===== src/rtl/mem_ctrl_pkg.sv =====
// Shared types and constants for the packet buffer memory controllers.
package mem_ctrl_pkg;

    typedef enum logic [1:0] {
        IDLE,
        READ,
        DRAIN,
        CLEAR
    } rd_state_t;

    localparam int RD_LAT       = 1;
    localparam int RD_BUF_DEPTH = 2;

endpackage


===== src/rtl/rd_skid_buf.sv =====
// Two-entry output FIFO holding {data, sop, eop} between memory read data and the stream port.
module rd_skid_buf
    import mem_ctrl_pkg::*;
#(
    parameter int DWIDTH = 8
) (
    input  logic              clk_i,
    input  logic              arstn_i,
    input  logic              push,
    input  logic [DWIDTH-1:0] push_data,
    input  logic              push_sop,
    input  logic              push_eop,
    input  logic              pop,
    output logic [1:0]        occ,
    output logic              empty,
    output logic [DWIDTH-1:0] head_data,
    output logic              head_sop,
    output logic              head_eop
);

    logic [DWIDTH-1:0] data_q [RD_BUF_DEPTH];
    logic              sop_q  [RD_BUF_DEPTH];
    logic              eop_q  [RD_BUF_DEPTH];
    logic              wr_ptr;
    logic              rd_ptr;
    logic [1:0]        count;

    always_ff @(posedge clk_i or negedge arstn_i) begin
        if (!arstn_i) begin
            wr_ptr <= 1'b0;
            rd_ptr <= 1'b0;
            count  <= 2'd0;
        end else begin
            if (push) wr_ptr <= ~wr_ptr;
            if (pop)  rd_ptr <= ~rd_ptr;
            count <= count + {1'b0, push} - {1'b0, pop};
        end
    end

    // Storage carries no reset; the control side qualifies it with occupancy.
    always_ff @(posedge clk_i) begin
        if (push) begin
            data_q[wr_ptr] <= push_data;
            sop_q[wr_ptr]  <= push_sop;
            eop_q[wr_ptr]  <= push_eop;
        end
    end

    assign occ       = count;
    assign empty     = (count == 2'd0);
    assign head_data = data_q[rd_ptr];
    assign head_sop  = sop_q[rd_ptr];
    assign head_eop  = eop_q[rd_ptr];

endmodule


===== src/rtl/mem_rd_ctrl.sv =====
// Packet buffer read controller: streams stored words with sop/eop, then pulses clr_o.
// Optional MEM_RD_CTRL_DROP_EN adds drop_i to discard a packet without reading it.
module mem_rd_ctrl
    import mem_ctrl_pkg::*;
#(
    parameter int AWIDTH = 4,
    parameter int DWIDTH = 8
) (
    input  logic              clk_i,
    input  logic              arstn_i,
    input  logic              busy_i,
    input  logic [AWIDTH-1:0] wraddr_i,
    input  logic [DWIDTH-1:0] rddata_i,
    input  logic              ready_i,
`ifdef MEM_RD_CTRL_DROP_EN
    input  logic              drop_i,
`endif
    output logic              rden_o,
    output logic [AWIDTH-1:0] rdaddr_o,
    output logic [DWIDTH-1:0] data_o,
    output logic              val_o,
    output logic              sop_o,
    output logic              eop_o,
    output logic              clr_o
);

    localparam logic [AWIDTH:0] CNT_ONE  = {{AWIDTH{1'b0}}, 1'b1};
    localparam logic [AWIDTH:0] FULL_LEN = {1'b1, {AWIDTH{1'b0}}};

    rd_state_t         state;
    logic [AWIDTH:0]   len;
    logic [AWIDTH:0]   rd_cnt;
    logic              vld_p1;
    logic              sop_p1;
    logic              eop_p1;
    logic [1:0]        occ;
    logic              empty;
    logic [DWIDTH-1:0] head_data;
    logic              head_sop;
    logic              head_eop;
    logic              pop;
    logic              issue;
    logic              last_rd;
    logic              drop;
    logic [2:0]        pending;

`ifdef MEM_RD_CTRL_DROP_EN
    assign drop = drop_i;
`else
    assign drop = 1'b0;
`endif

    assign pop     = ~empty & ready_i;
    // Words that will occupy the buffer after this edge; keeps at most two buffered.
    assign pending = {1'b0, occ} + {2'b0, vld_p1} - {2'b0, pop};
    assign issue   = (state == READ) && (pending < 3'(RD_BUF_DEPTH));
    assign last_rd = (rd_cnt == len - CNT_ONE);

    always_ff @(posedge clk_i or negedge arstn_i) begin
        if (!arstn_i) begin
            state  <= IDLE;
            len    <= '0;
            rd_cnt <= '0;
            vld_p1 <= 1'b0;
            sop_p1 <= 1'b0;
            eop_p1 <= 1'b0;
            clr_o  <= 1'b0;
        end else begin
            // Read issue -> memory data valid (one cycle of read latency)
            vld_p1 <= issue;
            sop_p1 <= issue && (rd_cnt == '0);
            eop_p1 <= issue && last_rd;
            clr_o  <= 1'b0;
            case (state)
                IDLE: begin
                    if (busy_i) begin
                        if (drop) begin
                            state <= CLEAR;
                            clr_o <= 1'b1;
                        end else begin
                            len    <= (wraddr_i == '0) ? FULL_LEN : {1'b0, wraddr_i};
                            rd_cnt <= '0;
                            state  <= READ;
                        end
                    end
                end
                READ: begin
                    if (issue) begin
                        if (last_rd) state <= DRAIN;
                        else         rd_cnt <= rd_cnt + CNT_ONE;
                    end
                end
                DRAIN: begin
                    if (pop && head_eop) begin
                        state <= CLEAR;
                        clr_o <= 1'b1;
                    end
                end
                CLEAR: begin
                    state <= IDLE;
                end
                default: state <= IDLE;
            endcase
        end
    end

    rd_skid_buf #(
        .DWIDTH (DWIDTH)
    ) u_skid (
        .clk_i     (clk_i),
        .arstn_i   (arstn_i),
        .push      (vld_p1),
        .push_data (rddata_i),
        .push_sop  (sop_p1),
        .push_eop  (eop_p1),
        .pop       (pop),
        .occ       (occ),
        .empty     (empty),
        .head_data (head_data),
        .head_sop  (head_sop),
        .head_eop  (head_eop)
    );

    assign rden_o   = issue;
    assign rdaddr_o = rd_cnt[AWIDTH-1:0];
    assign val_o    = ~empty;
    assign data_o   = empty ? '0 : head_data;
    assign sop_o    = ~empty & head_sop;
    assign eop_o    = ~empty & head_eop;

endmodule

===== config.mk =====
export PLATFORM = sky130hd
export DESIGN_NAME = mem_rd_ctrl
export DESIGN_NICKNAME = d
export VERILOG_FILES = /design/src/rtl/mem_ctrl_pkg.sv /design/src/rtl/rd_skid_buf.sv /design/src/rtl/mem_rd_ctrl.sv
export SDC_FILE = /design/constraint.sdc
export NUM_CORES = 1
export LEC_CHECK = 0
export BUFFER_PORTS_ARGS = -buffer_cell sky130_fd_sc_hd__buf_2
export CAP_MARGIN = 20
export CELL_PAD_IN_SITES_DETAIL_PLACEMENT = 2
export CELL_PAD_IN_SITES_GLOBAL_PLACEMENT = 2
export CORE_MARGIN = 1.5
export CORE_UTILIZATION = 30
export DETAILED_ROUTE_END_ITERATION = 6
export PLACE_DENSITY_LB_ADDON = 0.1
export SETUP_SLACK_MARGIN = 0.02
export SYNTH_ARGS = -nofsm -noshare
export SYNTH_HDL_FRONTEND = slang
export SYNTH_SLANG_ARGS = --single-unit

===== constraint.sdc =====
create_clock -name clk_i -period 2.93 [get_ports clk_i]
set_input_delay 0.1465 -clock clk_i [delete_from_list [all_inputs] [get_ports clk_i]]
set_output_delay 0.1465 -clock clk_i [all_outputs]
set_load 0.005 [all_outputs]

==> Implementation_results.wiki, run 1 <==
{| class="wikitable"
! Metric !! Value
|-
| Height of the chip || 83.95 microns
|-
| Number of DRC violations after detailed-routing iteration 0 || 37
|-
| Number of non-filler instances in the completed layout || 272
|-
| Largest net degree at the start of global routing || 21
|-
| Worst-case headroom to the max-slew limit || 45.95%
|-
| Wire per inst || 15.73 microns
|-
| Fin Hold WS || 0.04384 ns
|-
| Startpoint types || flop
|-
| Largest cells by area after synthesis || edfxtp_1, dfrtp_1, mux2i_1, ha_1, inv_1
|-
| Relative area change from synthesis to final layout || 18.84%
|-
| Clock buffers created by TritonCTS || 5
|-
| Remaining Overflow, GRT || 0
|-
| Highest clock rate || 367.2 MHz
|-
| Standard cell core area || 6350 sq um
|-
| Via total after detailed routing || 1305
|-
| Uppermost layer routed || met4
|-
| Critical-path maximum fanout || 4
|-
| Vias per cell || 4.798
|-
| Arrival time worst endpoint || approximately 2.6 ns
|-
| Leading cell types in the layout, fill and taps excluded || buf_2, edfxtp_1, dfrtp_1
|-
| Largest delay share family, worst path || adder cells
|-
| Status || finished clean
|-
| Cell area power density || 1079 nW/um^2
|-
| Antenna violations before repair || 0
|-
| Detailed Route WL || around 4300 microns
|-
| First-pass iteration count of the detailed router || 4
|-
| Buffer type at the clock tree root || clkbuf_8
|-
| Number of max-capacitance violations reported || 0
|-
| Max Clock Skew || 0.002709 ns
|-
| Port Buffers || 32
|-
| Netlist area before placement || 1966 sq um
|-
| TritonCTS clock tree || yes
|-
| Placed Cells || 261
|-
| Max-slew violation count || 0
|-
| Vias in the first global route || 1428
|-
| Synthesis Warnings || 0
|-
| Number of placement rows || 29
|-
| Asr flop ratio synth || 50.00%
|-
| Worst vdd rail ir drop || roughly 0.37 mV
|-
| Hold Vio Cnt, Final || 0
|-
| Global-route usage over all layers || 13.42%
|-
| Clock-pin slew on the worst setup and hold paths || around 0.080 ns
|-
| Remaining routing DRC violations || 0
|-
| CP cell instances || o21ai_2 -> inv_1 -> ha_1 -> inv_1 -> ha_1 -> fa_1 -> or3_1 -> inv_1 -> buf_2
|-
| Peak per-stage delay on the critical path || 0.50 ns
|-
| Worst setup slack after placement || -0.03138 ns
|-
| Placed wire-length estimate after detailed placement || ~3200 microns
|-
| Final-report setup violation count || 0
|-
| Top-area cell type share of the netlist area || 30.55%
|-
| Setup repair after global routing missed its margin || no
|-
| Sort of element at the end of the critical path || primary output
|-
| Crit path buffers/inverters || 4
|-
| Most common cell type on the critical path || inv_1
|-
| Number of storage elements in the synthesis netlist || 40
|-
| Leading register cell type out of synthesis || edfxtp_1
|-
| Antenna diode count || 0
|-
| Worst Setup Slack, final || 0.2063 ns
|-
| Total clock sinks || 40
|-
| Routed length on met3 || 147 microns
|-
| Share of the core filled with cells || 36.79%
|-
| Worst Tran Pin Value || ~0.8 ns
|-
| Die outline area || roughly 7000 sq um
|-
| Total routed wire length on the met1 layer || 1855 microns
|-
| Critical-path top delay cell || fa_1
|-
| Top-Level Pins || 33
|-
| Fin crit period || 2.724 ns
|-
| Starting Density || 30.96%
|-
| Remaining antenna violation count || 0
|-
| Critical path class || reg2out
|-
| Yosys cell types || 41
|-
| Number of levels in the clock H-tree || 2
|-
| Tcrit/Tclk final || 92.96%
|-
| Final std cell area, no fill || 2336 sq um
|-
| Source-to-sink clock delay at the later pin of the worst-skew pair || 0.29 ns
|-
| Count of mapped cells out of synthesis || 157
|-
| Share of the yosys chip area belonging to registers || a little under three fifths
|-
| Met2 wire length || between 2000 and 2500 microns
|-
| DP Area || 2195 sq um
|-
| Share of final-layout standard cells stronger than drive strength 1 || 29.74%
|-
| Number of enable-type register cells in the synthesized netlist || 20
|-
| Biggest area consumer among synthesized cells || edfxtp_1
|-
| Routability cong. || 0.7506
|-
| Data required time of the critical path || 2.78 ns
|-
| Global-route wire length before repair || about 7400 microns
|-
| Die Width || 83.95 microns
|-
| Total Nets Final || 220
|-
| Most common cell after layout, fill and taps aside || buf_2
|-
| CTS Buffer Depth || 2
|-
| Average instance area after synthesis || 12.52 sq um
|-
| HP Class || in2reg
|-
| Leakage power summed over all cells || roughly 0.0011 uW
|-
| Post-synthesis net count || 183
|}
final timing paths:
kind	slack, ns	end	cells after the start	startpoint
hold / removal	0.04	u_skid.data_q[0][0]	1	rddata_i[0]
min in group asynchronous	0.33	len[0]	2	arstn_i
hold reg to reg	0.45	u_skid.sop_q[0]	0	sop_p1
setup / recovery	0.21	rden_o	9	u_skid.occ[1]
setup reg to reg	0.21	rd_cnt[3]	11	u_skid.occ[1]
max in group asynchronous	2.24	u_skid.occ[1]	2	arstn_i
metrics by stage:
step	TNS (ns)	power, uW
6_report	0	2520
5_1_grt	0	2745
3_3_place_gp	0	2047
3_5_place_dp	-0.03138	2101
2_1_floorplan	0	1747
4_1_cts	0	2574
area by class of cell:
cell class / count / area, sq um
Sequential cell: 40 / 1102
Tap cell: 77 / 96.34
Clock inverter: 3 / 42.54
Inverter: 14 / 52.55
Clock buffer: 5 / 68.82
Multi-Input combinational cell: 95 / 765.7
Fill cell: 680 / 4014
Timing Repair Buffer: 38 / 207.7
repair_timing:
item | CTS | global route
hold buffers | 1 | 0
endpoints found under the setup margin | 2 | 8
pin swaps | 1 | 1
endpoints found under the hold margin | 20 | 0
buffers inserted | 2 | 0
resized for setup | 1 | 3
sequential cells by signal, indices dropped and copies added, names as in the netlist:
signal,count
clr_o,1
eop_p1,1
len,5
rd_cnt,5
sop_p1,1
state,2
u_skid.data_q,16
u_skid.eop_q,2
u_skid.occ,2
u_skid.rd_ptr,1
u_skid.sop_q,2
u_skid.wr_ptr,1
vld_p1,1
kinds of logic after synthesis:
kind of cell	Yosys count	share of synthesized area, %
mux	17	9.166
buf+inv	22	5.219
simple gates	39	10.06
xor+xnor	9	4.010
flops	40	56.02
compound gates	20	8.784
fa+ha+maj	10	6.747
cell usage after synthesis (all sizes together), types with 2 or more instances:
master	instances
o21ai	4
nor4	2
xor2	4
ha	9
a22o	2
dfrtp	20
mux2i	12
a21oi	2
nand2b	3
nand3	5
o311ai	3
nand2	6
xnor2	5
nor2	13
o211ai	3
buf	7
edfxtp	20
or3	3
mux2	5
inv	14
per-layer routing:
metal	vias up	global-route usage [%]
met2	24	23.83
met1	647	15.85
met3	6	3.561
li1	628	-
met4	0	4.024
met5	-	0
worst reg2reg max path: cells and delay by family (launching register included):
family,cells,cell delay (ns)
DFF,1,0.45
and+or+nand+nor,2,0.44
AOI/OAI and AO/OA,3,0.64
buffers and inverters,2,0.10
xor gates and xnor gates,1,0.16
adders and majority gates,3,0.82
power by group:
part           internal, uW  switching, uW  total [uW]  leakage [uW]
Combinational           539            614        1150      0.000564
Clock                   252            201         453     0.0000541
Sequential              764            151         915      0.000435
(Power assumes the default switching activity.)
==> inputs of run 2 (changes only) <==
--- a/config.mk
+++ b/config.mk
@@ -12,7 +12,9 @@
 export CORE_MARGIN = 1.5
 export CORE_UTILIZATION = 30
 export DETAILED_ROUTE_END_ITERATION = 6
+export GPL_TIMING_DRIVEN = 0
 export PLACE_DENSITY_LB_ADDON = 0.1
+export RECOVER_POWER = 25
 export SETUP_SLACK_MARGIN = 0.02
 export SYNTH_ARGS = -nofsm -noshare
 export SYNTH_HDL_FRONTEND = slang
==> Implementation_results.wiki, run 2 (synthesis results as in run 1) <==
{| class="wikitable"
! Metric !! Value
|-
| Starting Density || 30.96% (unchanged)
|-
| Top flop regs || u_skid.data_q x16, len x5, rd_cnt x5
|-
| Top-Level Pins || 33 (unchanged)
|-
| Setup repair after global routing missed its margin || no
|-
| Top reg by flops || u_skid.data_q
|-
| Fin crit period || 2.717 ns (-0.006637 ns)
|-
| CP cell instances || o21ai_4 -> inv_1 -> ha_1 -> inv_1 -> ha_1 -> fa_1 -> xnor2_1 -> or3_1 -> inv_1 -> buf_2
|-
| Grt met1 use || 16.79% (+0.94 points)
|-
| Met2 routing resource usage after global routing || 23.75% (-0.073 points)
|-
| Highest clock rate || 368.0 MHz (+0.24%)
|-
| Standard cell core area || 6350 sq um (unchanged)
|-
| Total Nets Final || 226 (+2.7%)
|-
| Remaining Overflow, GRT || 0 (unchanged)
|-
| Number of max-capacitance violations reported || 0 (unchanged)
|-
| Via total after detailed routing || 1348 (+3.3%)
|-
| Antenna diode count || 0 (unchanged)
|-
| TritonCTS clock tree || yes
|-
| Critical-path maximum fanout || 3 (-1)
|-
| Data required time of the critical path || 2.78 ns (about the same)
|-
| Fraction of met3 tracks used by global routing || 3.165% (-0.40 points)
|-
| Hold Vio Cnt, Final || 0 (unchanged)
|-
| Port Buffers || 32 (unchanged)
|-
| Clock-pin slew on the worst setup and hold paths || 0.08 ns (about the same)
|-
| Largest delay share family, worst path || adder cells
|-
| Final std cell area, no fill || 2369 sq um (+1.4%)
|-
| Clock buffers created by TritonCTS || 5 (unchanged)
|-
| Remaining antenna violation count || 0 (unchanged)
|-
| Peak per-stage delay on the critical path || 0.43 ns (-0.07 ns)
|-
| Placed wire-length estimate after detailed placement || 3266 microns (+1.7%)
|-
| Detailed Route WL || 4378 microns (+2.3%)
|-
| Leakage power summed over all cells || 0.001060 uW (+0.66%)
|-
| Remaining routing DRC violations || 0 (unchanged)
|-
| Flip-flop count of the largest register, all copies and words added || 16 (unchanged)
|-
| Wire per inst || 15.75 microns (+0.13%)
|-
| Number of levels in the clock H-tree || 2 (unchanged)
|-
| Most common cell type on the critical path || inv_1
|-
| Sort of element at the end of the critical path || primary output
|-
| Antenna violations before repair || 0 (unchanged)
|-
| Number of non-filler instances in the completed layout || 278 (+2.2%)
|-
| Most common cell after layout, fill and taps aside || buf_2
|-
| Tcrit/Tclk final || 92.73% (-0.23 points)
|-
| Source-to-sink clock delay at the later pin of the worst-skew pair || 0.29 ns (about the same)
|-
| Routability cong. || 0.7210 (-3.9%)
|-
| CTS Buffer Depth || 2 (unchanged)
|-
| Vias per cell || 4.849 (+1.1%)
|-
| HP Class || in2reg
|-
| DP Area || 2222 sq um (+1.3%)
|-
| Fill cell total of the finished layout || 679 (-0.15%)
|-
| Arrival time worst endpoint || 2.57 ns (about the same)
|-
| Total clock sinks || 40 (unchanged)
|-
| Buffer type at the clock tree root || clkbuf_8
|-
| Share of final-layout standard cells stronger than drive strength 1 || 27.36% (-2.4 points)
|-
| Final-report setup violation count || 0 (unchanged)
|-
| Placed Cells || 266 (+1.9%)
|-
| Height of the chip || 83.95 microns (unchanged)
|-
| Relative area change from synthesis to final layout || 20.50%
|-
| Die outline area || 7047 sq um (unchanged)
|-
| Number of DRC violations after detailed-routing iteration 0 || 44 (+19%)
|-
| First-pass iteration count of the detailed router || 4 (unchanged)
|-
| Max Clock Skew || 0.004002 ns (+0.001293 ns)
|-
| Largest net degree at the start of global routing || 21 (unchanged)
|-
| Number of placement rows || 29 (unchanged)
|-
| Global-route usage over all layers || 13.72% (+0.29 points)
|-
| Cell area power density || 1101 nW/um^2 (+2.0%)
|-
| Critical path class || reg2out
|-
| Global-route wire length before repair || 7527 microns (+2.1%)
|-
| Max-slew violation count || 0 (unchanged)
|-
| Die Width || 83.95 microns (unchanged)
|-
| Critical-path top delay cell || dfrtp_1
|-
| Vias in the first global route || 1514 (+6.0%)
|-
| Worst vdd rail ir drop || 0.3774 mV (+0.77%)
|-
| Most used routing layer || met2
|-
| Crit path buffers/inverters || 4 (unchanged)
|-
| Internal reg-to-reg setup slack || 0.22 ns (about the same)
|-
| Leading cell types in the layout, fill and taps excluded || buf_2, edfxtp_1, dfrtp_1
|-
| Worst-case headroom to the max-slew limit || 17.82% (-28 points)
|-
| Status || finished clean
|-
| Worst Tran Pin Value || 1.233 ns (+0.4248 ns)
|-
| Startpoint types || flop
|}
run 2: final timing paths:
kind                                     from                   to  cells past startpoint
min in group asynchronous             arstn_i               len[1]                      2
worst min-delay path              rddata_i[7]  u_skid.data_q[0][7]                      1
worst max-delay path            u_skid.occ[0]               rden_o                     10
max in group asynchronous             arstn_i        u_skid.occ[1]                      2
worst max register to register  u_skid.occ[0]            rd_cnt[3]                     11
worst min register to register         eop_p1      u_skid.eop_q[1]                      0
run 2: where the power goes:
group | leakage, uW | internal [uW] | switching, uW | total (uW)
Clock | 0.0000552 | 253 | 198 | 451
Combinational | 0.000571 | 571 | 664 | 1240
Sequential | 0.000434 | 770 | 150 | 920
run 2: layout make-up:
type / count / area (sq um) / area share, %
Timing Repair Buffer: 36 / 185.2 / 7.818
Clock buffer: 6 / 72.57 / 3.064
Inverter: 14 / 52.55 / 2.219
Clock inverter: 2 / 35.03 / 1.479
Buffer: 8 / 50.05 / 2.113
Multi-Input combinational cell: 95 / 774.5 / 32.70
Tap cell: 77 / 96.34 / 4.068
Sequential cell: 40 / 1102 / 46.54
run 2: timing repair:
item | CTS | global route
hold buffers | 1 | 0
setup buffers | 1 | 2
pin swaps | 1 | 2
endpoints found under the setup margin | 8 | 6
hold endpoints to repair | 20 | 0
gates resized for setup | 5 | 1
run 2: metrics by stage:
| stage | TNS (ns) | setup slack (ns) | hold WS (ns) | util, % | total power [uW] |
|---|---|---|---|---|---|
| finish | 0 | 0.2130 | 0.04273 | 37.30 | 2607 |
| floorplan | 0 | 0.1700 | -0.1491 | - | 1747 |
| global placement | -0.8602 | -0.2172 | 0.1305 | 35.00 | 2069 |
| detailed placement | -1.965 | -0.4106 | 0.1466 | 35.00 | 2145 |
| global route | 0 | 0.03110 | 0.03355 | 37.30 | 2825 |
| CTS | 0 | 0.06175 | 0.03237 | 37.16 | 2616 |
run 2: per-layer routing:
| layer | vias to the layer above | wire (microns) |
|---|---|---|
| met1 | 675 | 1928 |
| met5 | - | 0 |
| met4 | 0 | 59 |
| met3 | 7 | 143 |
| li1 | 642 | - |
| met2 | 24 | 2246 |
